File: config.mk
export PLATFORM = sky130hd
export DESIGN_NAME = ssd_display_arbiter
export DESIGN_NICKNAME = d
export VERILOG_FILES = /design/src/rtl/ssd_pkg.sv /design/src/rtl/ssd_rr_pick.sv /design/src/rtl/ssd_display_arbiter.sv
export SDC_FILE = /design/constraint.sdc
export NUM_CORES = 1
export LEC_CHECK = 0
export BUFFER_PORTS_ARGS = -buffer_cell sky130_fd_sc_hd__buf_2
export CAP_MARGIN = 20
export CORE_ASPECT_RATIO = 0.6
export CORE_MARGIN = 2
export CORE_UTILIZATION = 55
export CTS_CLUSTER_DIAMETER = 80
export CTS_CLUSTER_SIZE = 14
export DETAILED_ROUTE_END_ITERATION = 10
export GPL_TIMING_DRIVEN = 0
export PLACE_DENSITY = 0.8
export SLEW_MARGIN = 20
export SYNTH_ARGS = -nofsm -noshare
export SYNTH_HDL_FRONTEND = slang
export SYNTH_HIERARCHICAL = 1
export SYNTH_SLANG_ARGS = --single-unit
File: constraint.sdc
create_clock -name clk -period 3.4 [get_ports clk]
set_input_delay 0.34 -clock clk [delete_from_list [all_inputs] [get_ports clk]]
set_output_delay 0.34 -clock clk [all_outputs]
set_load 0.05 [all_outputs]
File: src/rtl/ssd_pkg.sv
// Shared types and constants for the seven-segment display path.
// Imported by the display arbiter and its round-robin picker.
package ssd_pkg;

    typedef enum logic [1:0] {
        IDLE,
        DWELL,
        HOLD
    } ssd_arb_state_t;

    localparam int SSD_DIGITS = 4;
    localparam int SSD_DATA_W = 4 * SSD_DIGITS;

    localparam logic [SSD_DATA_W-1:0] SSD_IDLE_PATTERN = 16'h0000;

endpackage

File: src/rtl/ssd_rr_pick.sv
// Combinational round-robin picker: first set mask bit after ptr, wrapping.
// Shared by the arbiters that time-multiplex a single resource.
module ssd_rr_pick #(
    parameter int N_REQ = 3,
    localparam int PW   = (N_REQ > 1) ? $clog2(N_REQ) : 1
) (
    input  logic [N_REQ-1:0] mask,
    input  logic [PW-1:0]    ptr,
    output logic [N_REQ-1:0] onehot,
    output logic             valid
);

    logic [PW-1:0] w_idx;
    logic          w_found;

    always_comb begin
        onehot  = '0;
        w_idx   = '0;
        w_found = 1'b0;
        for (int i = 1; i <= N_REQ; i++) begin
            w_idx = PW'((int'(ptr) + i) % N_REQ);
            if (!w_found && mask[w_idx]) begin
                onehot[w_idx] = 1'b1;
                w_found       = 1'b1;
            end
        end
    end

    assign valid = |mask;

endmodule

File: src/rtl/ssd_display_arbiter.sv
// Round-robin owner of the 4-digit display with a minimum dwell per grant.
// Feeds ssd_ctrl the granted hex value; blank_o gates the anodes.
module ssd_display_arbiter
    import ssd_pkg::*;
#(
    parameter int                    N_REQ        = 3,
    parameter int                    DWELL_CYCLES = 50_000_000,
    parameter logic [SSD_DATA_W-1:0] IDLE_PATTERN = SSD_IDLE_PATTERN
) (
    input  logic                        clk,
    input  logic                        rst_n,
    input  logic [N_REQ-1:0]            req_i,
    input  logic [SSD_DATA_W*N_REQ-1:0] data_i,
    output logic [N_REQ-1:0]            grant_o,
    output logic [SSD_DATA_W-1:0]       number_o,
    output logic                        blank_o
);

    localparam int PW = $clog2(N_REQ);
    localparam int CW = $clog2(DWELL_CYCLES + 1);
    localparam logic [CW-1:0] CNT_LOAD = CW'(DWELL_CYCLES - 1);

    ssd_arb_state_t        r_state;
    logic [N_REQ-1:0]      r_grant;
    logic [SSD_DATA_W-1:0] r_number;
    logic                  r_blank;
    logic [CW-1:0]         r_cnt;
    logic [PW-1:0]         r_ptr;

    logic [N_REQ-1:0]      w_mask;
    logic [N_REQ-1:0]      w_win;
    logic                  w_valid;
    logic [PW-1:0]         w_win_idx;
    logic [SSD_DATA_W-1:0] w_win_data;
    logic [SSD_DATA_W-1:0] w_gr_data;
    logic                  w_gr_hi;

    // In IDLE the grant is zero, so this is plain req_i there.
    assign w_mask  = req_i & ~r_grant;
    assign w_gr_hi = |(req_i & r_grant);

    ssd_rr_pick #(
        .N_REQ (N_REQ)
    ) u_pick (
        .mask   (w_mask),
        .ptr    (r_ptr),
        .onehot (w_win),
        .valid  (w_valid)
    );

    always_comb begin
        w_win_idx  = '0;
        w_win_data = '0;
        w_gr_data  = '0;
        for (int k = 0; k < N_REQ; k++) begin
            if (w_win[k]) begin
                w_win_idx  = PW'(k);
                w_win_data = data_i[SSD_DATA_W*k +: SSD_DATA_W];
            end
            if (r_grant[k]) begin
                w_gr_data = data_i[SSD_DATA_W*k +: SSD_DATA_W];
            end
        end
    end

    always_ff @(posedge clk or negedge rst_n) begin
        if (!rst_n) begin
            r_state  <= IDLE;
            r_grant  <= '0;
            r_number <= IDLE_PATTERN;
            r_blank  <= 1'b1;
            r_cnt    <= '0;
            r_ptr    <= PW'(N_REQ - 1);
        end else begin
            // A pending competitor always wins over idling or holding.
            if (w_valid && (r_state == IDLE || r_cnt == '0)) begin
                r_state  <= DWELL;
                r_grant  <= w_win;
                r_number <= w_win_data;
                r_blank  <= 1'b0;
                r_cnt    <= CNT_LOAD;
                r_ptr    <= w_win_idx;
            end else begin
                unique case (r_state)
                    IDLE: begin
                        r_grant  <= '0;
                        r_number <= IDLE_PATTERN;
                        r_blank  <= 1'b1;
                    end
                    DWELL, HOLD: begin
                        if (r_state == DWELL && r_cnt != '0) begin
                            r_cnt <= r_cnt - 1'b1;
                            if (w_gr_hi) r_number <= w_gr_data;
                        end else if (w_gr_hi) begin
                            r_state  <= HOLD;
                            r_number <= w_gr_data;
                        end else begin
                            r_state  <= IDLE;
                            r_grant  <= '0;
                            r_number <= IDLE_PATTERN;
                            r_blank  <= 1'b1;
                        end
                    end
                    default: begin
                        r_state  <= IDLE;
                        r_grant  <= '0;
                        r_number <= IDLE_PATTERN;
                        r_blank  <= 1'b1;
                    end
                endcase
            end
        end
    end

    assign grant_o  = r_grant;
    assign number_o = r_number;
    assign blank_o  = r_blank;

endmodule

* Word level (Yosys, flattened, before mapping)
Cells that the tools add are included.
** Storage, ports and cells
- Register bits after elaboration :: 50
- Bits in latches :: 0
- Memory bits (writable) :: 0
- Memory bits (read-only) :: 0
- Input bits :: 53
- Output and inout port bits :: 20
- Logic and storage cells :: 96
- Memories :: 0
** Operators by class
- $add $sub $neg :: 4
- $mul :: 0
- Divide/modulo/power cells :: 3
- $lt $le $gt $ge :: 6
- Equality and inequality tests :: 6
- Shift operators :: 0
- Mux-type cells :: 45
- Bitwise operators :: 5
- Reductions and logical operators :: 21
** Operators with widths (number)
- $mux W16 :: 11
- $mod A32 B3 Y32 const B :: 3
- $mux W26 :: 3
- $logic_not A26 Y1 :: 1
- $reduce_bool A26 Y1 :: 1
- $sub A26 B1 Y26 const B :: 1
- $mux W3 :: 7
- $mux W1 :: 13
- $lt A2 B3 Y1 const B :: 3
- $mux W2 :: 4
- $logic_and A1 B1 Y1 :: 7
- $add A2 B2 Y3 const B :: 2
- $and A3 B3 Y3 :: 2
- $bmux W1 S2 :: 3
- $demux W1 S2 :: 3
- $ge A2 B1 Y1 const B :: 3
- $ne A3 B3 Y1 const B :: 2
- $or A3 B3 Y3 :: 2
- $reduce_and A2 Y1 :: 3
- $reduce_or A3 Y1 :: 2
- $ne A4 B4 Y1 const B :: 1
- $pmux W2 S2 :: 1
- $reduce_bool A2 Y1 :: 2
- $add A2 B1 Y3 const B :: 1
- 8 further kinds :: 9

* Logic depth before layout (Yosys ltp)
Gate-level depths: netlist of the first run.
- Depth in word-level cells :: 15
- Depth in mapped cells :: 15
- Mapped depth without buffers :: 11

* By module
The synthesis of the first run kept the hierarchy.
** Modules (own cells, without submodules)
- ssd_display_arbiter :: instances 1, cells each 422, area each 3402.0 um^2, seq. area each 1253.7 um^2
- ssd_rr_pick :: instances 1, cells each 33, area each 234.0 um^2, seq. area each 0.0 um^2

* Worst setup path after synthesis of the first run
OpenSTA, ideal clock, no wires.
- Kind :: reg2reg
- From :: register r_grant[2] (netlist: grant_o[2])
- To :: register r_number[9] (netlist: number_o[9])
- Setup time :: 0.082 ns
- Arrival time :: 3.005 ns
- Data required time :: 3.318 ns
- Setup slack :: 0.313 ns
- Stages on the path, launching flop included :: 16
- Path buffers :: 5
- Period minus slack after synthesis :: 3.087 ns
- Cell sequence :: dfrtp_1 -> clkbuf_1 -> clkbuf_1 -> nor2b_1 -> mux2i_1 -> o2bb2ai_2 -> a21oi_1 -> o21a_1 -> clkbuf_1 -> nor2b_1 -> clkbuf_1 -> clkbuf_1 -> a22oi_1 -> o21ai_0 -> nand2_1 -> a31oi_1
** On the way
- Elaborated cells between the ends (all ways) :: 33
- Those cells by class :: eq/ne (1); mux (20); bitwise (5); reduce/logical (7)
** RTL lines
- from (decl) :: line ssd_display_arbiter.sv:24 : logic [N_REQ-1:0] r_grant;
- from (signal assigned) :: line ssd_display_arbiter.sv:78 : r_grant <= w_win;
- $not A3 Y3 (*) :: line ssd_display_arbiter.sv:39 : assign w_mask = req_i & ~r_grant;
- $and A3 B3 Y3 (*) :: line ssd_display_arbiter.sv:39
- named net w_mask[2] :: line ssd_display_arbiter.sv:30 : logic [N_REQ-1:0] w_mask;
- $bmux W1 S2 :: line ssd_rr_pick.sv:22 : if (!w_found && mask[w_idx]) begin
- $mux W1 (not written as such) :: line ssd_rr_pick.sv:22
- $mux W1 :: line ssd_rr_pick.sv:22
- $logic_not A1 Y1 :: line ssd_rr_pick.sv:22
- $logic_and A1 B1 Y1 :: line ssd_rr_pick.sv:22
- $mux W1 :: line ssd_rr_pick.sv:22
- $logic_not A1 Y1 :: line ssd_rr_pick.sv:22
- $logic_and A1 B1 Y1 :: line ssd_rr_pick.sv:22
- $mux W3 (*) :: line ssd_rr_pick.sv:22
- named net w_win[1] :: line ssd_display_arbiter.sv:31 : logic [N_REQ-1:0] w_win;
- $mux W16 (*) (2 in series) :: line ssd_display_arbiter.sv:56 : if (w_win[k]) begin
- $mux W16 (*) :: line ssd_display_arbiter.sv:76 : if (w_valid && (r_state == IDLE || r_cnt == '0)) begin
- to (signal assigned) :: line ssd_display_arbiter.sv:79 : r_number <= w_win_data;
- to (signal assigned) :: line ssd_display_arbiter.sv:93 : if (w_gr_hi) r_number <= w_gr_data;
- to (signal assigned) :: line ssd_display_arbiter.sv:96 : r_number <= w_gr_data;
- to (decl) :: line ssd_display_arbiter.sv:25 : logic [SSD_DATA_W-1:0] r_number;
The timed path passes the listed nets; every way through them passes the cells marked *. The select of a mux whose other input is x is not followed.
A chain may end at the register's enable or synchronous reset.

* Final worst setup path of the first run
- From :: register r_grant[1] (netlist: grant_o[1])
- To :: register r_number[13] (netlist: number_o[13])
** On the way
- Elaborated cells between the ends (all ways) :: 34
- Those cells by class :: eq/ne (1); mux (21); bitwise (5); reduce/logical (7)
** RTL lines (line)
- $not A3 Y3 (*) :: ssd_display_arbiter.sv:39
- $and A3 B3 Y3 (*) :: ssd_display_arbiter.sv:39
- named net w_mask[1] :: ssd_display_arbiter.sv:30
- $bmux W1 S2 :: ssd_rr_pick.sv:22
- $mux W1 (not written as such) :: ssd_rr_pick.sv:22
- $mux W1 :: ssd_rr_pick.sv:22
- $logic_not A1 Y1 :: ssd_rr_pick.sv:22
- $logic_and A1 B1 Y1 :: ssd_rr_pick.sv:22
- $mux W1 :: ssd_rr_pick.sv:22
- $logic_not A1 Y1 :: ssd_rr_pick.sv:22
- $logic_and A1 B1 Y1 :: ssd_rr_pick.sv:22
- $mux W3 (*) :: ssd_rr_pick.sv:22
- named net w_win[2] :: ssd_display_arbiter.sv:31
- $mux W16 (*) :: ssd_display_arbiter.sv:56
- $mux W16 (*) :: ssd_display_arbiter.sv:76
Marks and branches as above.

==> flow_summary.yaml, run 1 <==
floorplan:
  rows: 22
  fp.dieH_um: 67.0
  io_pins: 73
  start_util_pct: 58.2
  die_w_um: 109
  coreArea_mm2: 0.00625
  die_area_mm2: 0.00730
power:
  seqPwrFrac_pct: 22.7
  pwr-share-clk_pct: 9.9
  design_power_total_mw: 3.70
  p_int_mw: 1.62
  p_comb_share_pct: 67.4
  switching_share_pct: 56.1
  power_density_mw_per_mm2: 879
  vdd_drop_max_v: 0.000588
  switchingPower_mw: 2.08
  p_leak_nw: 1.74
logic_synthesis:
  synth-edff-count: 0
  ys_ff_latch: 50
  async_flop_share_pct: 100
  synthFlopType: "dfrtp_1"
  postSynthCellCount: 455
  yosysWarnings: 6
  ys_types: 50
  syn_avg_cell_area_um2: 7.99
  netlist_area_mm2: 0.00364
  ys_seq_area_share_pct: 34.5
  synth_fp_nets: 516
critical_path:
  worstSetupEndpoint: "number_o[13]"
  cp.arrival_ns: 3.36
  worst_ep_required_time_ns: 3.61
  r2r_cells: 12
  crit_type: "flop to flop"
  r2r_start: "grant_o[1]"
  cp_max_fo: 10
  r2r-end: "number_o[13]"
  end_kind: "flop"
  crit_path_start: "grant_o[1]"
  start_kind: "flop"
  r2r_slack_ns: 0.25
sta:
  setup_slack_ns: 0.247
  finalHoldViolations: 0
  finalCritPeriodShare_pct: 92.7
  fmax_mhz: 317
  slew_violations: 0
  worstMarginPinSlew_ns: 0.861
  setup-tns-final_ns: 0
  setup_viol: 0
  min_period_ns: 3.15
  grt_setup_unrepaired: "false"
  skew_ns: 0.00598
  relSlewSlack_pct: 42.1
  hold_ws_ns: 0.0395
route:
  drc: 0
  dr.pass1.iters: 5
  via_count: 4018
  ant_nets: 0
  dr.first_iter.drc_count: 451
  drt-total-wl_um: 11600
  wl_per_cell_um: 18.8
  via_per_inst: 6.52
clock_network:
  hold_buffers: 0
  post-cts-setup-buffer-count: 0
  cts_buffer_depth: 2
  cts_root_buf: "clkbuf_8"
  cts_tree: "done"
  cts_buffers: 5
  cts-htree-levels: 2
  cts.clk_slew.worst_paths_ns: 0.10
  clock_latency_ns: 0.33
  clock_sinks: 50
global_routing:
  grt_pass1_vias: 3785
  grt_pass1_wl_um: 18700
  antenna_found_initial: 0
  grt_max_degree: 51
  grt-ovfl-total: 0
  grt_usage_pct: 33.5
placement:
  pre_cts_ws_ns: -0.417
  place_hpwl_um: 8500
  port_buffers: 72
  placedCellCount: 611
  routabilityCongestion: 0.973
flow_run:
  cap_viol_max_count: 0
layout:
  regArea_mm2: 0.00125
  fin_cells: 616
  antenna_cells: 0
  n_fill_cell: 539
  drive_gt1_share_pct: 20.9
  finalNetCount: 593
  multi_input_area_mm2: 0.00219
  syn_to_final_growth_pct: 15.8
worst_hold_path:
  hold_path.class: "input pin to asynchronous set/reset pin"
outcome:
  status: "finished clean"
## cell usage in the layout (no fill, tap or decap), types with 16 or more instances in the layout
| cell type | instances |
|---|---|
| nand2_1 | 75 |
| o21ai_0 | 42 |
| clkbuf_1 | 17 |
| a21oi_1 | 25 |
| a22oi_1 | 17 |
| buf_2 | 79 |
| nor3_1 | 23 |
| a31oi_1 | 18 |
| o211ai_1 | 23 |
| dfrtp_1 | 47 |
| and3b_1 | 16 |
## worst max-delay path, cell delays in order, from the launching register on
cell      delay, ns
dfrtp_1        0.49
clkbuf_2       0.25
buf_2          0.25
nor2b_4        0.22
mux2i_1        0.10
o22ai_1        0.20
o211ai_1       0.13
o22ai_1        0.16
buf_1          0.34
clkbuf_1       0.48
o21ai_0        0.20
nand2_1        0.10
a31oi_1        0.09
## synthesized netlist by cell type, types with 2 or more instances
master     n  area [µm²]
nor2b_1    7        43.8
nor3_1    23         115
dfrtp_1   48        1200
a22o_1     3        26.3
buf_1      3        11.3
buf_4      2        15.0
and3b_1   16         140
or2_2      4        25.0
buf_6      2        22.5
a21oi_1   25         125
and4_1     2        17.5
nor4_1     4        25.0
o41ai_1    4        35.0
and2_1     2        12.5
or3_1      7        43.8
or4_1     11        82.6
nand3_1   10        50.1
ha_1       8         100
o31ai_1    6        45.0
xnor2_1    2        17.5
nand3b_1   3        22.5
inv_1      9        33.8
o21ai_0   42         210
a31oi_1   18         113
xor2_1     5        43.8
mux2i_1    5        50.1
buf_2      5        25.0
o22ai_1    2        12.5
o21a_1     3        22.5
clkbuf_1  26        97.6
a22oi_1   17         128
nor2_1    10        37.5
nand2b_1   2        12.5
o21ai_1    3        15.0
nand4_1    4        25.0
nand2_1   75         282
o211ai_1  23         173
dfstp_2    2        52.6
## layout make-up
type | count | share of cell area [%]
repair buffers | 72 | 8.62
well taps | 84 | 2.50
multi-input cells | 357 | 52.0
clock inverters | 2 | 0.357
plain buffers | 37 | 4.25
inverters | 9 | 0.803
flip-flops and latches | 50 | 29.8
clock buffers | 5 | 1.63
## flip-flops by register name (all words and copies together) (netlist names)
name,flops
number_o,16
r_state,2
r_ptr,2
r_cnt,26
blank_o,1
grant_o,3
## kinds of logic after synthesis
logic type	synth area share, %
adders and majority gates	2.75
muxes	1.38
buffers and inverters	5.78
xor gates and xnor gates	1.69
and+or+nand+nor	27.3
DFF	34.5
AOI/OAI and AO/OA	26.6
## metrics by stage
step	utilization, %	cell area (µm²)
finish	67.4	4210
global route	67.4	4210
CTS	67.2	4200
detailed placement	65.7	4100
global placement	65.6	4100
floorplan	-	3640
## routing by layer
| metal | vias to the layer above | part of all wire (%) | global-route usage (%) |
|---|---|---|---|
| li1 | 1846 | - | - |
| met1 | 1881 | 44 | 49.6 |
| met2 | 267 | 41 | 48.1 |
| met3 | 24 | 13 | 7.44 |
| met4 | 0 | 1.4 | 10.1 |
| met5 | - | 0 | 0 |
## power by group through the flow
stage                     registers (mW)  logic, mW  clock network (mW)
final                              0.839       2.50               0.366
after floorplan                     1.14       1.43                   0
after global placement             0.841       2.36                   0
after detailed placement           0.847       2.42                   0
after global routing               0.852       2.70               0.389
after CTS                          0.835       2.44               0.365
## worst min-delay path by stage
stage | slack, ns | to | from | depth (start not counted)
floorplan | 0.04 | grant_o[0] | rst_n | 0
CTS | 0.07 | r_cnt[13] | rst_n | 1
global route | 0.11 | r_cnt[22] | rst_n | 1
detailed placement | 0.42 | r_cnt[4] | rst_n | 1
finish | 0.04 | r_cnt[24] | rst_n | 1
global placement | 0.49 | r_ptr[1] | r_ptr[1] | 2
## repair_timing
item | 4_1_cts | 5_1_grt
hold endpoints to repair | 0 | 0
gates resized for setup | 6 | 14
setup endpoints to repair | 34 | 36
Note: power is estimated with default switching activity, not from simulation.
==> inputs of run 2 (changes only) <==
--- a/config.mk
+++ b/config.mk
@@ -5,7 +5,6 @@
 export SDC_FILE = /design/constraint.sdc
 export NUM_CORES = 1
 export LEC_CHECK = 0
-export BUFFER_PORTS_ARGS = -buffer_cell sky130_fd_sc_hd__buf_2
 export CAP_MARGIN = 20
 export CORE_ASPECT_RATIO = 0.6
 export CORE_MARGIN = 2
@@ -13,8 +12,9 @@
 export CTS_CLUSTER_DIAMETER = 80
 export CTS_CLUSTER_SIZE = 14
 export DETAILED_ROUTE_END_ITERATION = 10
+export DONT_BUFFER_PORTS = 1
 export GPL_TIMING_DRIVEN = 0
-export PLACE_DENSITY = 0.8
+export PLACE_DENSITY = 0.7
 export SLEW_MARGIN = 20
 export SYNTH_ARGS = -nofsm -noshare
 export SYNTH_HDL_FRONTEND = slang
==> run 2 against run 1 <==
Sequential cell count unchanged; hold slack gained 0.26 ns; critical path type unchanged; highest routed layer unchanged; power is 1.4% lower; largest cell class unchanged.
==> flow_summary.yaml, run 2 (synthesis results as in run 1) <==
route:
  drt-total-wl_um: 11800
  via_count: 3751
  dr.first_iter.drc_count: 438
  drc: 0
  ant_nets: 0
  wl_per_cell_um: 21.4
  via_per_inst: 6.82
  dr.pass1.iters: 5
floorplan:
  coreArea_mm2: 0.00625
  fp.dieH_um: 67.0
  die_area_mm2: 0.00730
  die_w_um: 109
  start_util_pct: 58.2
  io_pins: 73
  rows: 22
sta:
  relSlewSlack_pct: 44.3
  fmax_mhz: 313
  setup_slack_ns: 0.206
  skew_ns: 0.00913
  worstMarginPinSlew_ns: 0.828
  finalCritPeriodShare_pct: 93.9
  setup_viol: 0
  finalHoldViolations: 0
  grt_setup_unrepaired: "false"
  slew_violations: 0
  min_period_ns: 3.19
layout:
  regArea_mm2: 0.00126
  finalNetCount: 526
  fin_util_pct: 62.6
  max_flop_register: "r_cnt"
  drive_gt1_share_pct: 9.66
  largest_reg_flops: 26
  antenna_cells: 0
  final_cell_mix: "75 x nand2_1, 45 x dfrtp_1, 41 x o21ai_0"
  syn_to_final_growth_pct: 7.54
  fin_area_mm2: 0.00391
  multi_input_area_mm2: 0.00219
  final_common_cell: "nand2_1"
  n_fill_cell: 562
flow_run:
  cap_viol_max_count: 0
power:
  power_density_mw_per_mm2: 933
  vdd_drop_max_v: 0.000470
  p_leak_nw: 1.47
clock_network:
  cts_root_buf: "clkbuf_8"
  cts.clk_slew.worst_paths_ns: 0.10
  cts_buffers: 5
  clock_latency_ns: 0.32
  cts_tree: "done"
  cts_buffer_depth: 2
  clock_sinks: 50
  cts-htree-levels: 2
critical_path:
  cp.arrival_ns: 3.39
  start_kind: "flop"
  end_kind: "flop"
  cp_max_fo: 10
  worst_ep_required_time_ns: 3.59
  r2r-end: "number_o[11]"
  r2r_slack_ns: 0.21
  r2r_cells: 8
  worstSetupEndpoint: "number_o[11]"
  crit_type: "flop to flop"
  crit_path_start: "r_cnt[15]"
  r2r_start: "r_cnt[15]"
placement:
  place_hpwl_um: 8480
  port_buffers: 0
  pre_cts_ws_ns: -0.702
  routabilityCongestion: 0.941
  post_dp_cell_area_mm2: 0.00374
global_routing:
  grt_max_degree: 51
  antenna_found_initial: 0
  grt_pass1_vias: 3535
  grt_usage_pct: 34.0
  grt-ovfl-total: 0
  grt_pass1_wl_um: 18900
outcome:
  status: "finished clean"
worst_hold_path:
  hp-start: "data_i[33]"
  hold_path.class: "input pin to flop"
run 2: layer usage:
layer / vias to the layer above / GRT usage [%] / share of wire [%]
met5: - / 0 / 0
met4: 0 / 7.53 / 1.2
met3: 18 / 10.1 / 12
met2: 217 / 45.6 / 40
met1: 1809 / 52.2 / 46
li1: 1707 / - / -
run 2: layout make-up:
class,count,area share [%]
tap,84,2.69
inverter,9,0.864
sequential,50,32.2
buffer,38,4.77
clock buffer,7,1.95
timing repair buffer,4,1.28
clock inverter,1,0.192
multi-input combinational,357,56.0
run 2: how the worst min path moves through the flow:
stage / endpoint / slack [ns] / depth (start not counted)
4_1_cts: number_o[1] / 0.29 / 4
3_3_place_gp: r_cnt[23] / 0.05 / 0
5_1_grt: number_o[8] / 0.32 / 4
3_5_place_dp: r_cnt[23] / 0.05 / 0
6_report: number_o[1] / 0.30 / 4
2_1_floorplan: grant_o[0] / 0.04 / 0
run 2: per-stage QoR:
step	total power, mW	TNS (ns)	cells	hold WS (ns)
global placement	3.09	-15.58	539	0.0455
CTS	3.56	0	549	0.290
floorplan	2.57	0	455	0.0444
finish	3.65	0	550	0.298
detailed placement	3.15	-16.75	539	0.0455
global route	3.90	0	550	0.321
run 2: power breakdown:
group          leakage (nW)  internal [mW]  switching (mW)  total, mW
clock network        0.0385          0.147           0.224      0.370
registers             0.575          0.742           0.435       1.18
logic                 0.857          0.687            1.41       2.10
total                  1.47           1.58            2.07       3.65
run 2: repair_timing:
item                                    CTS  global route
hold buffers                              2             0
hold endpoints to repair                 50             0
endpoints found under the setup margin   40            25
gates resized for setup                  13            13
buffers inserted                          0             2
pin swaps                                 0             0
run 2: critical path, cell delays in order, from the launching register on:
cell,delay [ns]
dfrtp_1,0.45
or4_1,0.55
clkbuf_1,0.17
or4_4,0.60
o211ai_2,0.46
or2_2,0.19
clkbuf_2,0.21
buf_2,0.28
a31oi_1,0.14
==> inputs of run 3 (changes only) <==
--- a/config.mk
+++ b/config.mk
@@ -15,6 +15,7 @@
 export DONT_BUFFER_PORTS = 1
 export GPL_TIMING_DRIVEN = 0
 export PLACE_DENSITY = 0.7
+export RECOVER_POWER = 100
 export SLEW_MARGIN = 20
 export SYNTH_ARGS = -nofsm -noshare
 export SYNTH_HDL_FRONTEND = slang
==> constraint.sdc (replaced) <==
create_clock -name clk -period 3.4 [get_ports clk]
set_input_delay 0.17 -clock clk [delete_from_list [all_inputs] [get_ports clk]]
set_output_delay 0.17 -clock clk [all_outputs]
set_load 0.05 [all_outputs]
==> run 3 against run 2 <==
Clock power is essentially flat; power is essentially flat; worst setup slack lost 0.0086 ns; sequential cell count is the same; critical path depth grew 6; cell area is the same; non-clock buffer count is the same; critical path type unchanged; largest power group unchanged.
==> flow_summary.yaml, run 3 (synthesis results as in run 1) <==
outcome:
  status: "finished clean"
clock_network:
  cts-htree-levels: 2
  clock_latency_ns: 0.32
  cts_root_buf: "clkbuf_8"
  cts.clk_slew.worst_paths_ns: 0.10
  cts_tree: "done"
  cts_buffer_depth: 2
  cts_buffers: 5
  clock_sinks: 50
layout:
  antenna_cells: 0
  fin_cells: 550
  final_cell_mix: "75 x nand2_1, 45 x dfrtp_1, 42 x o21ai_0"
  max_flop_register: "r_cnt"
  syn_to_final_growth_pct: 7.54
  largest_reg_flops: 26
  drive_gt1_share_pct: 9.44
  fin_area_mm2: 0.00391
  n_fill_cell: 562
  final_common_cell: "nand2_1"
  finalNetCount: 526
sta:
  setup_slack_ns: 0.198
  hold_ws_ns: 0.129
  grt_setup_unrepaired: "false"
  setup_viol: 0
  relSlewSlack_pct: 42.1
  finalCritPeriodShare_pct: 94.2
  skew_ns: 0.00943
  worstMarginPinSlew_ns: 0.861
  finalHoldViolations: 0
  fmax_mhz: 312
  slew_violations: 0
  min_period_ns: 3.20
floorplan:
  die_area_mm2: 0.00730
  start_util_pct: 58.2
  fp.dieH_um: 67.0
  die_w_um: 109
  rows: 22
  io_pins: 73
  coreArea_mm2: 0.00625
critical_path:
  slowest_stage: "dfrtp_4"
  r2r-end: "number_o[11]"
  cp.arrival_ns: 3.44
  crit_path_frequent_cell: "clkbuf_2"
  r2r_cells: 14
  r2r_start: "grant_o[1]"
  cpLargestDelayFamily: "compound AO/OA/AOI/OAI gates"
  cp_max_fo: 10
  crit_chain: "clkbuf_2 -> buf_2 -> nor2b_4 -> mux2i_1 -> o22ai_1 -> a32oi_1 -> o21ai_1 -> nor2b_1 -> clkbuf_2 -> buf_4 -> a22oi_1 -> o21ai_0 -> nand2_1 -> a31oi_1"
  max_stage_delay_ns: 0.60
  start_kind: "flop"
  crit_type: "flop to flop"
  critPathBufInv: 4
  end_kind: "flop"
  r2r_slack_ns: 0.20
  worst_ep_required_time_ns: 3.63
worst_hold_path:
  hold_depth: 4
  hp-start: "data_i[33]"
  min_to: "number_o[1]"
  hold_path.class: "input pin to flop"
global_routing:
  grt_usage_pct: 34.0
  antenna_found_initial: 0
  grt_pass1_wl_um: 18900
  grt_max_degree: 51
  grt-ovfl-total: 0
  grt_pass1_vias: 3535
route:
  dr.pass1.iters: 5
  dr.first_iter.drc_count: 437
  drc: 0
  via_count: 3802
  ant_nets: 0
  drt-total-wl_um: 11800
  via_per_inst: 6.91
  wl_per_cell_um: 21.5
power:
  power_density_mw_per_mm2: 932
  vdd_drop_max_v: 0.000471
  p_leak_nw: 1.47
placement:
  place_hpwl_um: 8480
  post_dp_cell_area_mm2: 0.00374
  routabilityCongestion: 0.941
  pre_cts_ws_ns: -0.702
  placedCellCount: 539
  port_buffers: 0
flow_run:
  cap_viol_max_count: 0
[run 3: layer usage]
metal,up-vias,track usage [%],share of wire [%]
met3,26,10.1,12
met4,0,7.53,1.3
met5,-,0,0
li1,1706,-,-
met2,242,45.6,40
met1,1828,52.2,46
[run 3: worst max path at each step]
stage	cells after the start	startpoint	endpoint
2_1_floorplan	15	grant_o[2]	number_o[9]
3_3_place_gp	14	grant_o[1]	number_o[14]
3_5_place_dp	14	grant_o[1]	number_o[11]
4_1_cts	15	grant_o[2]	number_o[11]
5_1_grt	12	grant_o[1]	number_o[13]
6_report	14	grant_o[1]	number_o[11]
[run 3: final cells by class]
type	instances	area [µm²]	share of cell area [%]
clock buffers	7	76.3	1.95
clock inverters	1	7.51	0.192
inverters	9	33.8	0.864
plain buffers	38	186	4.77
well taps	84	105	2.69
multi-input cells	357	2190	56.0
flip-flops and latches	50	1260	32.2
repair buffers	4	50.0	1.28
[run 3: worst register-to-register path, cell delays in order, from the launching register on]
cell and delay [ns]:
dfrtp_4 0.60, clkbuf_2 0.26, buf_2 0.26, nor2b_4 0.18
mux2i_1 0.09, o22ai_1 0.21, a32oi_1 0.14, o21ai_1 0.19
nor2b_1 0.15, clkbuf_2 0.21, buf_4 0.22, a22oi_1 0.08
o21ai_0 0.21, nand2_1 0.08, a31oi_1 0.24
[run 3: timing repair]
| action | in CTS | in global routing |
|---|---|---|
| hold buffers | 2 | 0 |
| setup buffers | 0 | 2 |
| endpoints found under the hold margin | 50 | 0 |
| resized for setup | 13 | 13 |
| endpoints found under the setup margin | 40 | 25 |
[run 3: through the flow]
stage               power, mW  TNS (ns)  utilization, %
detailed placement       3.15    -16.75            59.9
global placement         3.09    -15.58            59.9
floorplan                2.57         0               -
finish                   3.65         0            62.6
global route             3.90         0            62.6
CTS                      3.56         0            62.1
[run 3: report_power, final]
group | switching [mW] | internal, mW | leakage, nW
Sequential | 0.435 | 0.740 | 0.575
Clock | 0.225 | 0.147 | 0.0385
Combinational | 1.41 | 0.687 | 0.857
